**src/rtl/pipe_stage_skid.sv**
```systemverilog
// Two-entry skid pipeline stage with registered in_ready and out_data.
// Also keeps saturating stall and flush statistics.
module pipe_stage_skid #(
    parameter int DATA_W = 32,
    parameter int CNT_W  = 16
) (
    input  logic              clk,
    input  logic              rst_n,
    input  logic              flush,
    input  logic              in_valid,
    output logic              in_ready,
    input  logic [DATA_W-1:0] in_data,
    output logic              out_valid,
    input  logic              out_ready,
    output logic [DATA_W-1:0] out_data,
    output logic [1:0]        occupancy,
    output logic [CNT_W-1:0]  stall_cnt,
    output logic [CNT_W-1:0]  flush_cnt
);

    typedef enum logic [1:0] {
        S_EMPTY = 2'd0,
        S_ONE   = 2'd1,
        S_FULL  = 2'd2
    } state_e;

    state_e            state_q, state_d;
    logic [DATA_W-1:0] main_q, main_d;
    logic [DATA_W-1:0] skid_q, skid_d;
    logic              in_ready_q, in_ready_d;
    logic              out_valid_q, out_valid_d;
    logic [1:0]        occ_q, occ_d;
    logic [CNT_W-1:0]  stall_q, stall_d;
    logic [CNT_W-1:0]  flush_q, flush_d;
    logic              in_xfer;
    logic              out_xfer;

    assign in_xfer  = in_valid & in_ready_q;
    assign out_xfer = out_valid_q & out_ready;

    always_comb begin
        state_d = state_q;
        main_d  = main_q;
        skid_d  = skid_q;
        unique case (state_q)
            S_EMPTY: begin
                if (in_xfer) begin
                    state_d = S_ONE;
                    main_d  = in_data;
                end
            end
            S_ONE: begin
                if (in_xfer && out_xfer) begin
                    main_d = in_data;
                end else if (in_xfer) begin
                    state_d = S_FULL;
                    skid_d  = in_data;
                end else if (out_xfer) begin
                    state_d = S_EMPTY;
                end
            end
            S_FULL: begin
                if (out_xfer) begin
                    state_d = S_ONE;
                    main_d  = skid_q;
                end
            end
            default: state_d = S_EMPTY;
        endcase
        // Flush wins over any handshake; held data simply becomes stale.
        if (flush) begin
            state_d = S_EMPTY;
            main_d  = main_q;
            skid_d  = skid_q;
        end
    end

    always_comb begin
        in_ready_d  = (state_d != S_FULL);
        out_valid_d = (state_d != S_EMPTY);
        occ_d       = 2'd0;
        unique case (state_d)
            S_EMPTY: occ_d = 2'd0;
            S_ONE:   occ_d = 2'd1;
            S_FULL:  occ_d = 2'd2;
            default: occ_d = 2'd0;
        endcase
    end

    always_comb begin
        stall_d = stall_q;
        flush_d = flush_q;
        if (out_valid_q && !out_ready && (stall_q != '1)) begin
            stall_d = stall_q + 1'b1;
        end
        if (flush && (occ_q != 2'd0) && (flush_q != '1)) begin
            flush_d = flush_q + 1'b1;
        end
    end

    always_ff @(posedge clk) begin
        if (!rst_n) begin
            state_q     <= S_EMPTY;
            main_q      <= '0;
            skid_q      <= '0;
            in_ready_q  <= 1'b1;
            out_valid_q <= 1'b0;
            occ_q       <= 2'd0;
            stall_q     <= '0;
            flush_q     <= '0;
        end else begin
            state_q     <= state_d;
            main_q      <= main_d;
            skid_q      <= skid_d;
            in_ready_q  <= in_ready_d;
            out_valid_q <= out_valid_d;
            occ_q       <= occ_d;
            stall_q     <= stall_d;
            flush_q     <= flush_d;
        end
    end

    assign in_ready  = in_ready_q;
    assign out_valid = out_valid_q;
    assign out_data  = main_q;
    assign occupancy = occ_q;
    assign stall_cnt = stall_q;
    assign flush_cnt = flush_q;

endmodule

```
**config.mk**
```make
export PLATFORM = sky130hd
export DESIGN_NAME = pipe_stage_skid
export DESIGN_NICKNAME = d
export VERILOG_FILES = /design/src/rtl/pipe_stage_skid.sv
export SDC_FILE = /design/constraint.sdc
export NUM_CORES = 1
export LEC_CHECK = 0
export ABC_CLOCK_PERIOD_IN_PS = 4170
export BUFFER_PORTS_ARGS = -buffer_cell sky130_fd_sc_hd__buf_2
export CAP_MARGIN = 20
export CORE_MARGIN = 1
export CORE_UTILIZATION = 50
export DETAILED_ROUTE_END_ITERATION = 16
export GPL_TIMING_DRIVEN = 0
export PLACE_DENSITY = 0.75
export SLEW_MARGIN = 10
export SYNTH_ARGS = -nofsm -noshare
export SYNTH_HDL_FRONTEND = slang
export SYNTH_SLANG_ARGS = --single-unit
```
**constraint.sdc**
```tcl
create_clock -name clk -period 4.17 [get_ports clk]
set_input_delay 0.834 -clock clk [delete_from_list [all_inputs] [get_ports clk]]
set_output_delay 0.834 -clock clk [all_outputs]
set_load 0.005 [all_outputs]
```
=== After elaboration in Yosys (flattened, before gate mapping) ===
Index checks and enable logic that the tools add are counted.

* Bits in registers: 102
* Bits of input ports: 37
* Output and inout bits: 68
* Word-level logic and storage cells: 48

* Add/subtract/negate cells: 2
* Eq/ne operators: 10
* Mux-type cells: 12
* Bitwise gates (word level): 4
* Reductions and logical operators: 12

{| class="wikitable"
|+ Operators by type and width
! cell !! number
|-
| $mux W32 || 3
|-
| $pmux W32 S3 || 1
|-
| $add A16 B1 Y16 const B || 2
|-
| $ne A16 B16 Y1 const B || 2
|-
| $mux W2 || 6
|-
| $ne A2 B2 Y1 const B || 4
|-
| $pmux W2 S3 || 1
|-
| $logic_and A1 B1 Y1 || 5
|-
| $reduce_and A5 Y1 || 1
|-
| $eq A2 B1 Y1 const B || 2
|-
| $eq A2 B2 Y1 const B || 2
|-
| $pmux W2 S2 || 1
|-
| $reduce_and A4 Y1 || 1
|-
| $reduce_bool A2 Y1 || 2
|-
| $reduce_bool A3 Y1 || 1
|-
| $and A1 B1 Y1 || 2
|-
| $logic_not A2 Y1 || 1
|-
| $not A1 Y1 || 2
|-
| $logic_not A1 Y1 || 1
|}

=== Longest topological paths before layout ===
Gate-level depths: netlist (run 1).

* Depth in word-level cells: 8
* Gate-level depth with buffers: 6

=== Least setup slack after synthesis (run 1) ===
OpenSTA, ideal clock, no wires.

* Path type: input-to-reg
* From: input port flush
* To: register flush_q[9], in the netlist flush_cnt[9]
* Setup time: 0.070 ns
* Arrival time: 2.131 ns
* Data required time: 4.100 ns
* Setup slack: 1.968 ns
* Stages on the path: 5
* Path through: o21ai_1 > or4_1 > buf_2 > or4_1 > a21oi_1

* Longest elaborated chain between the ends: 2

{| class="wikitable"
|+ Ends and longest elaborated chain
! element !! RTL line !! text
|-
| start, declared || 9 || <nowiki>input logic flush,</nowiki>
|-
| $logic_and A1 B1 Y1 (2 in series) || 96 || <nowiki>if (flush && (occ_q != 2'd0) && (flush_q != '1)) begin</nowiki>
|-
| end signal, assigned || 119 || <nowiki>flush_q <= flush_d;</nowiki>
|-
| end, declared || 34 || <nowiki>logic [CNT_W-1:0] flush_q, flush_d;</nowiki>
|}

No other way between the ends.
A chain may end at the register's enable or synchronous reset.

=== Worst setup path after layout (run 1) ===
* From: register flush_q[0], in the netlist flush_cnt[0]
* To: register flush_q[6], in the netlist flush_cnt[6]

* Longest elaborated chain between the ends: 2

{| class="wikitable"
|+ Ends and longest elaborated chain
! element
|-
| parallel branches: the longest is 2 deep, another holds $add A16 B1 Y16
|}

Several ways; the timed one is not identified.

==> flow_metrics.py, run 1 <==
metrics = {
    "logic_synthesis": {
        "syn-num-nets": 539,
        "syn_area_per_cell_sq_um": 9.14,
        "synth_top_area_cell": "dfxtp_1",
        "synth_common_cells": "dfxtp_1, mux2i_1, nand2_1",
        "ys_types": 47,
        "ys_seq_area_share_pct": 44.7,
        "synth_edf_count": 0,
        "yosysTopAreaCellShare_pct": 44.7,
        "yosysMostFrequentCell": "dfxtp_1",
        "synth_async_sr_flop_share_pct": 0,
        "syn_inst": 500,
        "synth_seq_cells": 102,
        "syn_area_sq_mm": 0.00457,
        "yosys_warnings": 0,
        "synthTopCellsByArea": "dfxtp_1, mux2i_1, o211ai_1",
        "synth-main-ff-cell": "dfxtp_1",
    },
    "detailed_routing": {
        "drtIter0Drc": 172,
        "drt-total-wl_um": 11300,
        "drt_pass1_iterations": 4,
        "drcViolationCount": 0,
        "viasPerCell": 5.69,
        "vias": 4140,
        "ant_nets": 0,
        "wl_per_cell_um": 15.5,
    },
    "global_route": {
        "grt-ovfl-total": 0,
        "grt_pass1_vias": 3922,
        "grt_usage_pct": 23.5,
        "grt_antenna_before_repair": 0,
        "grt_max_degree": 17,
        "grt_pass1_wl_um": 18200,
    },
    "die": {
        "die_w_um": 97.6,
        "die_area_sq_mm": 0.00952,
        "start_util_pct": 52.1,
        "die_h_um": 97.6,
        "core_area_sq_mm": 0.00876,
        "io_pins": 105,
        "rows": 34,
    },
    "layout": {
        "drive_gt1_share_pct": 21.3,
        "area_growth_syn_to_layout_pct": 18.4,
        "num_antenna_cells": 0,
        "instances_no_fill": 727,
        "final_nets": 653,
        "nFillCells": 773,
        "fin_area_sq_mm": 0.00541,
    },
    "worst_setup_path": {
        "cp_max_fo": 10,
        "critical_path_class": "reg -> reg",
        "worstSetupStartpointType": "flip-flop",
        "cp.arrival_ps": 2690,
        "critPathCaptureType": "flip-flop",
        "worstPathRequired_ps": 4440,
    },
    "power": {
        "p_leak_nw": 2.38,
        "ir_drop_mv": 0.199,
        "internal_power_w": 0.00135,
        "p_comb_share_pct": 9.2,
        "pwr-share-clk_pct": 34.7,
        "switching_share_pct": 25.1,
        "p_switching_w": 0.000454,
        "power_density_mw_per_mm2": 334,
        "seq_power_share_pct": 56.2,
    },
    "clocking": {
        "tritoncts": "done",
        "cts_setup_buffers": 0,
        "clk_pin_slew_ps": 110,
        "cts_max_level": 3,
        "cts.sinks": 102,
        "cts_buffers": 9,
        "cts_resized": 0,
        "insertion_delay_ps": 370,
        "clockRootBuffer": "clkbuf_8",
        "hold_buffers": 0,
        "clk_path_buf_depth": 2,
    },
    "flow_run": {
        "cap_violations": 0,
    },
    "timing": {
        "finalClockSkew_ps": 16.1,
        "worst_pin_slew_ps": 838,
        "max_freq_mhz": 414,
        "tns_ps": 0,
        "max_slew_margin_pct": 43.7,
        "finalHoldViolCount": 0,
        "rsz0062_at_grt": "no",
        "finalMaxSlewViolations": 0,
        "setup_slack_ps": 1750,
        "finalSetupViolations": 0,
        "fin_crit_sh_pct": 58.0,
        "fin_crit_ps": 2420,
    },
    "status": {
        "status": "finished clean",
    },
    "worst_hold_path": {
        "hold_class": "reg -> reg",
    },
    "placement": {
        "post-place-cells": 711,
        "place_area_sq_mm": 0.00522,
        "place_congestion": 0.864,
        "post-dp-hpwl_um": 8220,
        "detailedPlace.worstSlack_ps": 1590,
        "io_buffers": 103,
    },
}
## metal layers
metal | global-route usage, % | routed length [um] | share of wire [%] | up-vias
met3 | 4.82 | 609 | 5.4 | 13
li1 | - | - | - | 2028
met1 | 29.1 | 5060 | 45 | 1977
met5 | 0 | 0 | 0 | -
met4 | 8.82 | 144 | 1.3 | 0
met2 | 40.2 | 5470 | 48 | 122
## sequential cells by signal, indices dropped and copies added, names as in the netlist
name	count
in_ready	1
out_valid	1
flush_cnt	16
state_q	2
out_data	32
occupancy	2
stall_cnt	16
skid_q	32
## path summary, 6_finish.rpt
check             slack (ps)         start  cells past startpoint           end
setup / recovery        1750  flush_cnt[0]                      6  flush_cnt[6]
hold / removal           460  out_data[31]                      2  out_data[31]
setup reg to reg        1750  flush_cnt[0]                      6  flush_cnt[6]
hold reg to reg          460  out_data[31]                      2  out_data[31]
## layout by cell type (no fill, tap or decap), drive strengths merged, types with 15 or more instances in the layout
master  count
buf       114
dfxtp     102
nor2       42
nand2      47
o211ai     35
nand2b     39
a21oi      20
o31ai      15
clkbuf     33
mux2i      67
## cells by family after synthesis
group                      share of synthesized area (%)
DFF                                                 44.7
xor gates and xnor gates                           0.383
buffers and inverters                               3.61
and+or+nand+nor                                     21.8
muxes                                               14.9
AOI/OAI and AO/OA                                   14.0
adders and majority gates                          0.548
## power by group through the flow
stage          clock network (W)  logic [W]  registers (W)
2_1_floorplan                  0  0.0000957        0.00104
3_3_place_gp                   0   0.000160        0.00104
3_5_place_dp                   0   0.000166        0.00104
4_1_cts                 0.000643   0.000167        0.00102
5_1_grt                 0.000673   0.000182        0.00102
6_report                0.000627   0.000166        0.00102
## area by class of cell
cell class	instances	area [sq um]	share of cell area, %
Tap cell	108	135	2.50
Clock buffer	11	131	2.43
Inverter	8	30.0	0.555
Sequential cell	102	2040	37.7
Multi-Input combinational cell	357	2360	43.7
Clock inverter	5	58.8	1.09
Buffer	33	135	2.50
Timing Repair Buffer	103	515	9.53
## critical path, cell delays in order, from the launching register on
cell and delay [ps]:
dfxtp_1 430, ha_1 240, nand4_1 200, nor4_1 740
clkbuf_1 420, o311ai_0 190, o41ai_1 100
## stage by stage
step           hold WS, ps  util [%]  power (W)
5_1_grt                477      61.7    0.00187
3_5_place_dp           444      59.6    0.00120
3_3_place_gp           440      59.6    0.00120
2_1_floorplan          451         -    0.00113
4_1_cts                462      61.7    0.00182
6_report               459      61.7    0.00181
(Power assumes the default switching activity.)
==> run 2: changes to the inputs <==
ABC_CLOCK_PERIOD_IN_PS = 2300   (was 4170)
clock period = 2.3 ns   (was 4.17 ns; I/O delays follow)
==> run 2 against run 1 <==
Clock power rose by 82%. Global-route usage is the same. Design area is 0.58% higher. Worst setup slack got worse by 1500 ps. Sequential power grew 80%. Sequential share of layout area fell by 0.22 points. Critical path type unchanged. Final cell count stayed put. Flip-flop and latch count unchanged. Critical path depth unchanged. Critical endpoint is now stall_cnt[0].
==> flow_metrics.py, run 2 (same netlist as run 1, synthesis figures left out) <==
metrics = {
    "worst_setup_path": {
        "cp.arrival_ps": 2300,
        "worstPathRequired_ps": 2530,
        "path_cells": "ha_1, nand3_1, o41ai_4, buf_2, xor2_1, nor2_1",
        "critical_path_class": "reg -> reg",
        "cp_max_fo": 10,
        "critical_path.max_stage_delay_ps": 480,
        "slowest_stage": "o41ai_4",
        "critPathCaptureType": "flip-flop",
        "worstSetupStartpointType": "flip-flop",
    },
    "layout": {
        "layout_commonest_cell": "buf_2",
        "final_cell_mix": "buf_2, dfxtp_1, mux2i_1",
        "area_growth_syn_to_layout_pct": 19.1,
        "num_antenna_cells": 0,
        "fin_util_pct": 62.1,
        "drive_gt1_share_pct": 22.1,
        "final_nets": 653,
    },
    "die": {
        "start_util_pct": 52.1,
        "rows": 34,
        "die_w_um": 97.6,
        "core_area_sq_mm": 0.00876,
        "io_pins": 105,
        "die_area_sq_mm": 0.00952,
        "die_h_um": 97.6,
    },
    "timing": {
        "finalMaxSlewViolations": 0,
        "finalClockSkew_ps": 16.5,
        "rsz0062_at_grt": "no",
        "finalSetupViolations": 0,
        "hold_slack_ps": 337,
        "fin_crit_sh_pct": 90.1,
        "worst_pin_slew_ps": 851,
        "max_slew_margin_pct": 42.8,
        "max_freq_mhz": 483,
        "finalHoldViolCount": 0,
        "fin_crit_ps": 2070,
    },
    "power": {
        "p_leak_nw": 2.41,
        "ir_drop_mv": 0.361,
        "power_density_mw_per_mm2": 603,
    },
    "placement": {
        "io_buffers": 103,
        "place_congestion": 0.864,
        "post-dp-hpwl_um": 8220,
    },
    "clocking": {
        "clk_pin_slew_ps": 100,
        "cts_max_level": 3,
        "tritoncts": "done",
        "cts.sinks": 102,
        "cts_buffers": 9,
        "cts_setup_buffers": 0,
        "clk_path_buf_depth": 2,
        "insertion_delay_ps": 370,
        "clockRootBuffer": "clkbuf_8",
    },
    "detailed_routing": {
        "wl_per_cell_um": 15.6,
        "vias": 4145,
        "ant_nets": 0,
        "drt-total-wl_um": 11300,
        "drcViolationCount": 0,
        "viasPerCell": 5.70,
        "drtIter0Drc": 173,
        "drt_pass1_iterations": 4,
    },
    "global_route": {
        "top_usage_layer": "met2",
        "grt_antenna_before_repair": 0,
        "grt-ovfl-total": 0,
        "grt_pass1_vias": 3922,
        "grt_usage_pct": 23.5,
        "grt_pass1_wl_um": 18200,
        "grt_max_degree": 17,
        "gr-usage-met2_pct": 40.2,
        "met3_usage_pct": 4.82,
        "use_met1_pct": 29.1,
    },
    "status": {
        "status": "finished clean",
    },
    "worst_hold_path": {
        "hold_class": "in -> reg",
    },
    "flow_run": {
        "cap_violations": 0,
    },
}
-- run 2: changes by cell type in the layout (fill, tap and decap cells not counted) --
cell | before | now
o41ai_4 | 0 | 1
nor4_4 | 0 | 1
o41ai_2 | 1 | 0
buf_1 | 2 | 1
nor4_1 | 5 | 4
clkbuf_1 | 24 | 21
clkbuf_2 | 0 | 3
buf_2 | 112 | 113
-- run 2: final timing paths --
kind / start / end / slack (ps) / cells after the start
worst max-delay path: stall_cnt[0] / stall_cnt[0] / 230 / 6
worst min-delay path: in_data[19] / skid_q[19] / 340 / 3
worst max register to register: stall_cnt[0] / stall_cnt[0] / 230 / 6
worst min register to register: out_data[31] / out_data[31] / 460 / 2
-- run 2: routing by layer --
metal	wire length [um]	share of wire, %	vias to the layer above
li1	-	-	2025
met1	5060	45	1976
met2	5520	49	128
met3	604	5.3	16
met4	155	1.4	0
met5	0	0	-
-- run 2: through the flow --
step	std cells	total power, W	TNS, ps	setup WS [ps]	area (sq um)
floorplan	500	0.00205	0	404	4570
global route	727	0.00340	0	16.1	5440
finish	727	0.00328	0	229	5440
detailed placement	711	0.00218	-115	-29.8	5220
global placement	711	0.00217	0	6.89	5220
CTS	727	0.00331	0	17.0	5420
-- run 2: timing repair --
action / 4_1_cts / 5_1_grt
cloned: 0 / 0
pin swaps: 0 / 1
endpoints found under the setup margin: 19 / 28
resized for setup: 3 / 6
hold buffers: 0 / 0
-- run 2: power by group --
group	total (W)	internal, W	switching [W]
combinational	0.000301	0.000136	0.000165
clock	0.00114	0.000507	0.000633
sequential	0.00184	0.00181	0.0000287
-- run 2: final cells by class --
type                    instances  area [sq um]
fillers                       769          3320
multi-input cells             357          2390
flip-flops and latches        102          2040
repair buffers                103           515
plain buffers                  33           140
well taps                     108           135
clock buffers                  11           131
clock inverters                 5          58.8
inverters                       8          30.0
-- run 2: worst max-delay path: cells and delay by family (launching register included) --
family                   cells  cell delay, ps
AO/OA/AOI/OAI                1             480
XOR/XNOR                     1             170
AND/OR/NAND/NOR              2             370
adder cells (fa/ha/maj)      1             200
flip-flops                   1             420
buffers and inverters        1             300
